[config.mk]
export PLATFORM = sky130hd
export DESIGN_NAME = bip_prog_loader_flat
export DESIGN_NICKNAME = d
export VERILOG_FILES = /design/src/rtl/bip_prog_loader_if.sv /design/src/rtl/bip_prog_loader.sv /design/src/flat_wrapper.sv
export SDC_FILE = /design/constraint.sdc
export NUM_CORES = 1
export LEC_CHECK = 0
export CORE_AREA = 2 2 82 84
export DETAILED_ROUTE_END_ITERATION = 10
export DIE_AREA = 0 0 84 86
export PLACE_DENSITY = 0.71
export SKIP_CTS_REPAIR_TIMING = 1
export SLEW_MARGIN = 20
export SYNTH_ARGS = -nofsm -noshare
export SYNTH_HDL_FRONTEND = slang
export SYNTH_SLANG_ARGS = --single-unit
[constraint.sdc]
create_clock -name i_clk -period 3.75 [get_ports i_clk]
set_clock_uncertainty 0.05 [all_clocks]
set_input_delay 0.375 -clock i_clk [delete_from_list [all_inputs] [get_ports i_clk]]
set_output_delay 0.375 -clock i_clk [all_outputs]
set_load 0.05 [all_outputs]
[src/rtl/bip_prog_loader_if.sv]
// bip_prog_loader_if: byte-stream input, program-memory write port and load status of the loader
interface bip_prog_loader_if #(
  parameter int ADDR_WIDTH = 11,
  parameter int WORD_WIDTH = 16,
  parameter int BYTE_WIDTH = 8
);
  logic [BYTE_WIDTH-1:0] rx_data;
  logic                  rx_valid;
  logic                  restart;
  logic                  wr_en;
  logic [ADDR_WIDTH-1:0] wr_addr;
  logic [WORD_WIDTH-1:0] wr_data;
  logic                  prog_ready;
  logic                  overflow;
  logic [ADDR_WIDTH:0]   count;
  modport master (
    output rx_data, rx_valid, restart,
    input  wr_en, wr_addr, wr_data, prog_ready, overflow, count
  );
  modport slave (
    input  rx_data, rx_valid, restart,
    output wr_en, wr_addr, wr_data, prog_ready, overflow, count
  );
endinterface

[src/rtl/bip_prog_loader.sv]
// bip_prog_loader: packs big-endian byte pairs into instruction words and writes them from address 0 until HALT or full
module bip_prog_loader #(
  parameter int ADDR_WIDTH = 11,
  parameter int WORD_WIDTH = 16,
  parameter int BYTE_WIDTH = 8,
  parameter logic [WORD_WIDTH-1:0] HALT_WORD = '0
) (
  input logic i_clk,
  input logic i_reset,
  bip_prog_loader_if.slave bus
);
  typedef enum logic [1:0] {S_HIGH, S_LOW, S_DONE} state_t;
  state_t state, state_nx;
  logic [ADDR_WIDTH-1:0] addr;
  logic [BYTE_WIDTH-1:0] high;
  logic [WORD_WIDTH-1:0] word;
  logic take_hi, take_lo, last, full;
  // Byte acceptance and next state; restart wins over a same-cycle byte
  always_comb begin
    word = {high, bus.rx_data};
    take_hi = !bus.restart && bus.rx_valid && state == S_HIGH;
    take_lo = !bus.restart && bus.rx_valid && state == S_LOW;
    last = word == HALT_WORD || addr == '1;
    state_nx = bus.restart ? S_HIGH : take_hi ? S_LOW : take_lo ? (last ? S_DONE : S_HIGH) : state;
  end
  // State register
  always_ff @(posedge i_clk or negedge i_reset)
    if (!i_reset) state <= S_HIGH;
    else state <= state_nx;
  // Write port, address/count and status; ready follows the final strobe by one cycle so the write lands first
  always_ff @(posedge i_clk or negedge i_reset)
    if (!i_reset) begin
      addr <= '0;
      high <= '0;
      full <= 1'b0;
      bus.wr_en <= 1'b0;
      bus.wr_addr <= '0;
      bus.wr_data <= '0;
      bus.count <= '0;
      bus.prog_ready <= 1'b0;
      bus.overflow <= 1'b0;
    end else begin
      bus.wr_en <= take_lo;
      if (bus.restart) begin
        addr <= '0;
        full <= 1'b0;
        bus.count <= '0;
        bus.prog_ready <= 1'b0;
        bus.overflow <= 1'b0;
      end else begin
        if (take_hi) high <= bus.rx_data;
        if (take_lo) begin
          bus.wr_addr <= addr;
          bus.wr_data <= word;
          addr <= addr + 1'b1;
          bus.count <= bus.count + 1'b1;
          full <= word != HALT_WORD && addr == '1;
        end
        bus.prog_ready <= state == S_DONE;
        bus.overflow <= state == S_DONE && full;
      end
    end
endmodule

[src/flat_wrapper.sv]
// flat-port wrapper written by rule: the top's interface ports become plain ports
module bip_prog_loader_flat 
#(
  parameter int ADDR_WIDTH = 11,
  parameter int WORD_WIDTH = 16,
  parameter int BYTE_WIDTH = 8,
  parameter logic [WORD_WIDTH-1:0] HALT_WORD = '0
)
  (i_clk, i_reset, bus_rx_data, bus_rx_valid, bus_restart, bus_wr_en, bus_wr_addr, bus_wr_data, bus_prog_ready, bus_overflow, bus_count);
  bip_prog_loader_if #(.ADDR_WIDTH(ADDR_WIDTH), .WORD_WIDTH(WORD_WIDTH), .BYTE_WIDTH(BYTE_WIDTH)) bus_i ();
  input logic i_clk;
  input logic i_reset;
  input wire logic [$bits(bus_i.rx_data)-1:0] bus_rx_data;
  input wire logic [$bits(bus_i.rx_valid)-1:0] bus_rx_valid;
  input wire logic [$bits(bus_i.restart)-1:0] bus_restart;
  output wire logic [$bits(bus_i.wr_en)-1:0] bus_wr_en;
  output wire logic [$bits(bus_i.wr_addr)-1:0] bus_wr_addr;
  output wire logic [$bits(bus_i.wr_data)-1:0] bus_wr_data;
  output wire logic [$bits(bus_i.prog_ready)-1:0] bus_prog_ready;
  output wire logic [$bits(bus_i.overflow)-1:0] bus_overflow;
  output wire logic [$bits(bus_i.count)-1:0] bus_count;
  assign bus_i.rx_data = bus_rx_data;
  assign bus_i.rx_valid = bus_rx_valid;
  assign bus_i.restart = bus_restart;
  assign bus_wr_en = bus_i.wr_en;
  assign bus_wr_addr = bus_i.wr_addr;
  assign bus_wr_data = bus_i.wr_data;
  assign bus_prog_ready = bus_i.prog_ready;
  assign bus_overflow = bus_i.overflow;
  assign bus_count = bus_i.count;
  bip_prog_loader #(.ADDR_WIDTH(ADDR_WIDTH), .WORD_WIDTH(WORD_WIDTH), .BYTE_WIDTH(BYTE_WIDTH), .HALT_WORD(HALT_WORD)) u_core (.i_clk(i_clk), .i_reset(i_reset), .bus(bus_i));
endmodule
* After elaboration in Yosys (flattened, before gate mapping)
Index checks and enable logic that the tools add are counted.
** Word-level totals
- Flip-flop bits (word level) :: 64
- Input bits :: 12
** Cells by class
- $add $sub $neg :: 2
- Equal/unequal tests :: 3
- Multiplexer cells :: 12
- Bitwise operators :: 1
- Reduce and logical (&&, ||, !) cells :: 14
** Operators by type and width (count)
- two-way mux 12 bit :: 2
- two-way mux 11 bit :: 2
- zero test 16 bit :: 1
- nonzero test 16 bit :: 1
- adder 12 x 1 -> 12 bit (second input constant) :: 1
- adder 11 x 1 -> 11 bit (second input constant) :: 1
- equality test 11 bit (second input constant) :: 1
- two-way mux 2 bit :: 4
- logical AND 1 bit :: 5
- two-way mux 1 bit :: 4
- AND reduction 2 bit :: 2
- nonzero test 3 bit :: 1
- equality test 2 x 1 -> 1 bit (second input constant) :: 1
- equality test 2 bit (second input constant) :: 1
- zero test 2 bit :: 1
- nonzero test 2 bit :: 1
- zero test 1 bit :: 1
- logical OR 1 bit :: 1
- NOT 1 bit :: 1

* Depth between registers and ports, before layout
- Depth in word-level cells :: 6
- Depth in mapped cells :: 6
- Mapped depth without buffers :: 4

* Worst setup path before layout
Ideal clock, no wire load.
- Kind :: flip-flop to flip-flop
- Start point :: register u_core.bus.count[0]
- End point :: register u_core.bus.count[6]
- Setup time :: 0.077 ns
- Data arrival time :: 1.674 ns
- Setup slack :: 1.949 ns
- Cell stages (with the launch flop) :: 5
- Path buffers :: 0
- Clock period less this slack :: 1.801 ns
- Cell sequence :: dfrtp_1 ha_1 nand4_1 or4_1 a21oi_1
** Between the ends
- Cells in the longest elaborated chain, start to end :: 3
** RTL lines
- from (decl) :: RTL line bip_prog_loader_if.sv:22 : output wr_en, wr_addr, wr_data, prog_ready, overflow, count
- from (signal assigned) :: RTL line bip_prog_loader.sv:56 : bus.count <= bus.count + 1'b1;
- adder 12 x 1 -> 12 bit :: RTL line bip_prog_loader.sv:56
- two-way mux 12 bit :: RTL line bip_prog_loader.sv:52 : if (take_lo) begin
- two-way mux 12 bit :: RTL line bip_prog_loader.sv:44 : if (bus.restart) begin
Every way passes these cells. The select of a mux whose other input is x is not followed.
A chain may end at the register's enable or synchronous reset.

* Worst setup path after layout
- Start point :: input bus_rx_valid
- End point :: register u_core.addr[9]
** Between the ends
- Cells in the longest elaborated chain, start to end :: 3
** RTL lines
- from (decl) :: RTL line flat_wrapper.sv:14 : input wire logic [$bits(bus_i.rx_valid)-1:0] bus_rx_valid;
- logical AND 1 bit (2 in a row) :: RTL line bip_prog_loader.sv:22 : take_lo = !bus.restart && bus.rx_valid && state == S_LOW;
- nonzero test 2 bit (no line)
- to (signal assigned) :: RTL line bip_prog_loader.sv:55 : addr <= addr + 1'b1;
- to (decl) :: RTL line bip_prog_loader.sv:14 : logic [ADDR_WIDTH-1:0] addr;
Every way passes these cells.

==> impl_metrics.py <==
metrics = {
    "pwr": {
        "powerDensity_nw_per_um2": 538.3,
        "power_leakage_nw": 1.476,
        "ir_drop_v": 0.0003870,
        "p_total_mw": 1.914,
    },
    "hold_path": {
        "min_path_type": "in -> async",
    },
    "logic_synthesis": {
        "yosys.area.top_type": "dfrtp_1",
        "syn_nets": 238,
        "synth-seq-cells": 64,
        "seq_area_frac_synth_pct": 57.92,
        "yosys.area.top_type_share_pct": 57.92,
        "synth_edf_count": 0,
        "postSynthAreaPerCell_um2": 12.34,
        "synthArstFlopShare_pct": 100.0,
        "synthCells": 224,
        "synthTopCellsByArea": "dfrtp_1 58%, mux2_2 15%, nor4_1 2.5%, nand2_1 2.2%, nand4_1 1.8%",
        "ys.warnings.count": 0,
        "synth_cell_types": 37,
        "syn_area_um2": 2765,
        "synth_ff_type": "dfrtp_1",
    },
    "sta": {
        "finalHoldViolCount": 0,
        "period_minus_slack_ns": 2.272,
        "tns_ns": 0,
        "slew_headroom_pct": 59.26,
        "finalCritPeriodShare_pct": 60.60,
        "tightestPinTransition_ns": 0.6112,
        "rsz0062_at_grt": "no",
        "maxSlewViolCount": 0,
        "max_freq_ghz": 0.4401,
        "setup_viol": 0,
    },
    "routing": {
        "drt_iter0_drc": 103,
        "dr.pass1.iters": 4,
        "wirelength_um": 5712,
        "wl_met3_um": 220,
        "vias_per_cell": 5.563,
        "drc_errors": 0,
        "top_layer": "met4",
        "final_antenna_net_count": 0,
        "wl_per_cell_um": 15.69,
        "wl_met2_um": 2799,
        "drt-met1-wl_um": 2630,
        "vias": 2025,
    },
    "worst_setup_path": {
        "cp.required_ns": 3.92,
        "cp-start-kind": "input port",
        "crit_arrival_ns": 2.44,
        "crit_type": "in -> reg",
        "crit_path_end_kind": "flip-flop",
        "path_max_fanout": 21,
    },
    "die": {
        "ios": 54,
        "die_w_um": 84,
        "start_util_pct": 44.05,
        "coreArea_um2": 6277,
        "fp.dieArea_um2": 7224,
        "num_rows": 29,
        "die_h_um": 86,
    },
    "placement": {
        "placedCellCount": 348,
        "gp_congestion": 0.7829,
        "io_buffers": 53,
        "dp_hpwl_um": 4009,
    },
    "finish": {
        "stdcell_count": 364,
        "diodes": 0,
        "area_delta_synth_final_pct": 28.60,
        "nets": 296,
        "n_fill_cell": 561,
        "most-common-layout-cells": "64 x dfrtp_1, 52 x clkdlybuf4s50_1, 36 x mux2_2",
        "seqCellArea_um2": 1602,
        "mostFrequentLayoutCell": "dfrtp_1",
        "multi_input_area_um2": 1092,
        "drive_above_1_share_pct": 20.21,
    },
    "clocking": {
        "cts_buffers": 9,
        "cts_tree": "built",
        "htreeDepth": 3,
        "worstSkewPairLatency_ns": 0.33,
        "clk_path_buf_depth": 2,
        "clkSinkCount": 64,
        "clk_transition_reported_paths_ns": 0.07,
        "cts_root_buf": "clkbuf_8",
    },
    "run_status": {
        "outcome": "finished clean",
    },
    "global_route": {
        "overflow": 0,
        "grt_use_total_pct": 17.40,
        "antenna_found_initial": 0,
        "grt_max_degree": 50,
        "grt_pass1_vias": 2039,
        "grt_pass1_wl_um": 9963,
    },
    "run": {
        "cap_violations": 0,
    },
}
critical path, cell delays in order:
cell	delay (ns)
clkdlybuf4s50_1	0.56
nand4bb_2	0.43
buf_4	0.39
nor4_1	0.30
mux2_2	0.37
metrics by stage:
step | instance area [um2] | worst slack, ns | hold WS, ns | util, %
after floorplan | 2765 | 1.949 | 0.02941 | -
after global placement | 3368 | 1.177 | 0.4250 | 53.66
after detailed placement | 3368 | 1.100 | 0.4238 | 53.66
after CTS | 3553 | 1.451 | 0.2309 | 56.61
after global routing | 3556 | 1.306 | 0.04603 | 56.65
final | 3556 | 1.478 | 0.002666 | 56.65
flip-flops by register name (all words and copies together), names as in the netlist:
| register | cells |
|---|---|
| u_core.bus.count | 12 |
| u_core.bus.wr_en | 1 |
| u_core.addr | 11 |
| u_core.high | 8 |
| u_core.bus.wr_addr | 11 |
| u_core.bus.prog_ready | 1 |
| u_core.bus.wr_data | 16 |
| u_core.bus.overflow | 1 |
| u_core.state | 2 |
| u_core.full | 1 |
layer usage:
metal	vias to the layer above	track usage (%)
li1	946	-
met1	1023	23.98
met2	52	27.20
met3	4	3.657
met4	0	6.891
met5	-	0
report_power, final:
part	switching, mW	leakage, nW	internal, mW
Combinational	0.337	0.540	0.198
Clock	0.252	0.0927	0.294
Sequential	0.0537	0.843	0.779
Total	0.643	1.48	1.27
synthesized netlist by cell type (3+ instances only):
| cell type | count |
|---|---|
| buf_2 | 7 |
| mux2_2 | 36 |
| nand4_1 | 8 |
| a21oi_1 | 9 |
| or3_1 | 3 |
| nor4_1 | 11 |
| nor2_1 | 9 |
| o31ai_1 | 4 |
| nor2b_1 | 4 |
| dfrtp_1 | 64 |
| nand3_1 | 5 |
| or4_1 | 5 |
| o21ai_0 | 5 |
| xnor2_1 | 4 |
| nand2_1 | 16 |
| inv_1 | 5 |
| mux2i_1 | 4 |
layout make-up:
class                           instances  share of cell area [%]
Inverter                                6                  0.6334
Multi-Input combinational cell        144                   30.72
Clock buffer                           14                   4.856
Timing Repair Buffer                   57                   15.69
Tap cell                               77                   2.709
Sequential cell                        64                   45.04
Clock inverter                          2                  0.3519
path summary, 6_finish.rpt:
check,cells after the start,start,slack (ns),end
setup / recovery,5,bus_rx_valid,1.48,u_core.addr[9]$_DFFE_PN0P_
hold / removal,1,i_reset,0.003,u_core.high[5]$_DFFE_PN0P_
setup reg to reg,4,u_core.state[1]$_DFFE_PN0P_,1.49,u_core.addr[9]$_DFFE_PN0P_
hold reg to reg,2,u_core.bus.wr_addr[2]$_DFFE_PN0P_,0.44,u_core.bus.wr_addr[2]$_DFFE_PN0P_
max in group asynchronous,2,i_reset,2.98,u_core.addr[5]$_DFFE_PN0P_
min in group i_clk,2,u_core.bus.wr_addr[2]$_DFFE_PN0P_,0.44,u_core.bus.wr_addr[2]$_DFFE_PN0P_
kinds of logic after synthesis:
kind of cell	after synthesis	share of synthesized area [%]
xor+xnor	5	1.584
fa+ha+maj	2	0.9048
compound gates	25	5.882
flops	64	57.92
mux	40	16.11
simple gates	72	14.84
buf+inv	16	2.760
Note: power is estimated with default switching activity, not from simulation.
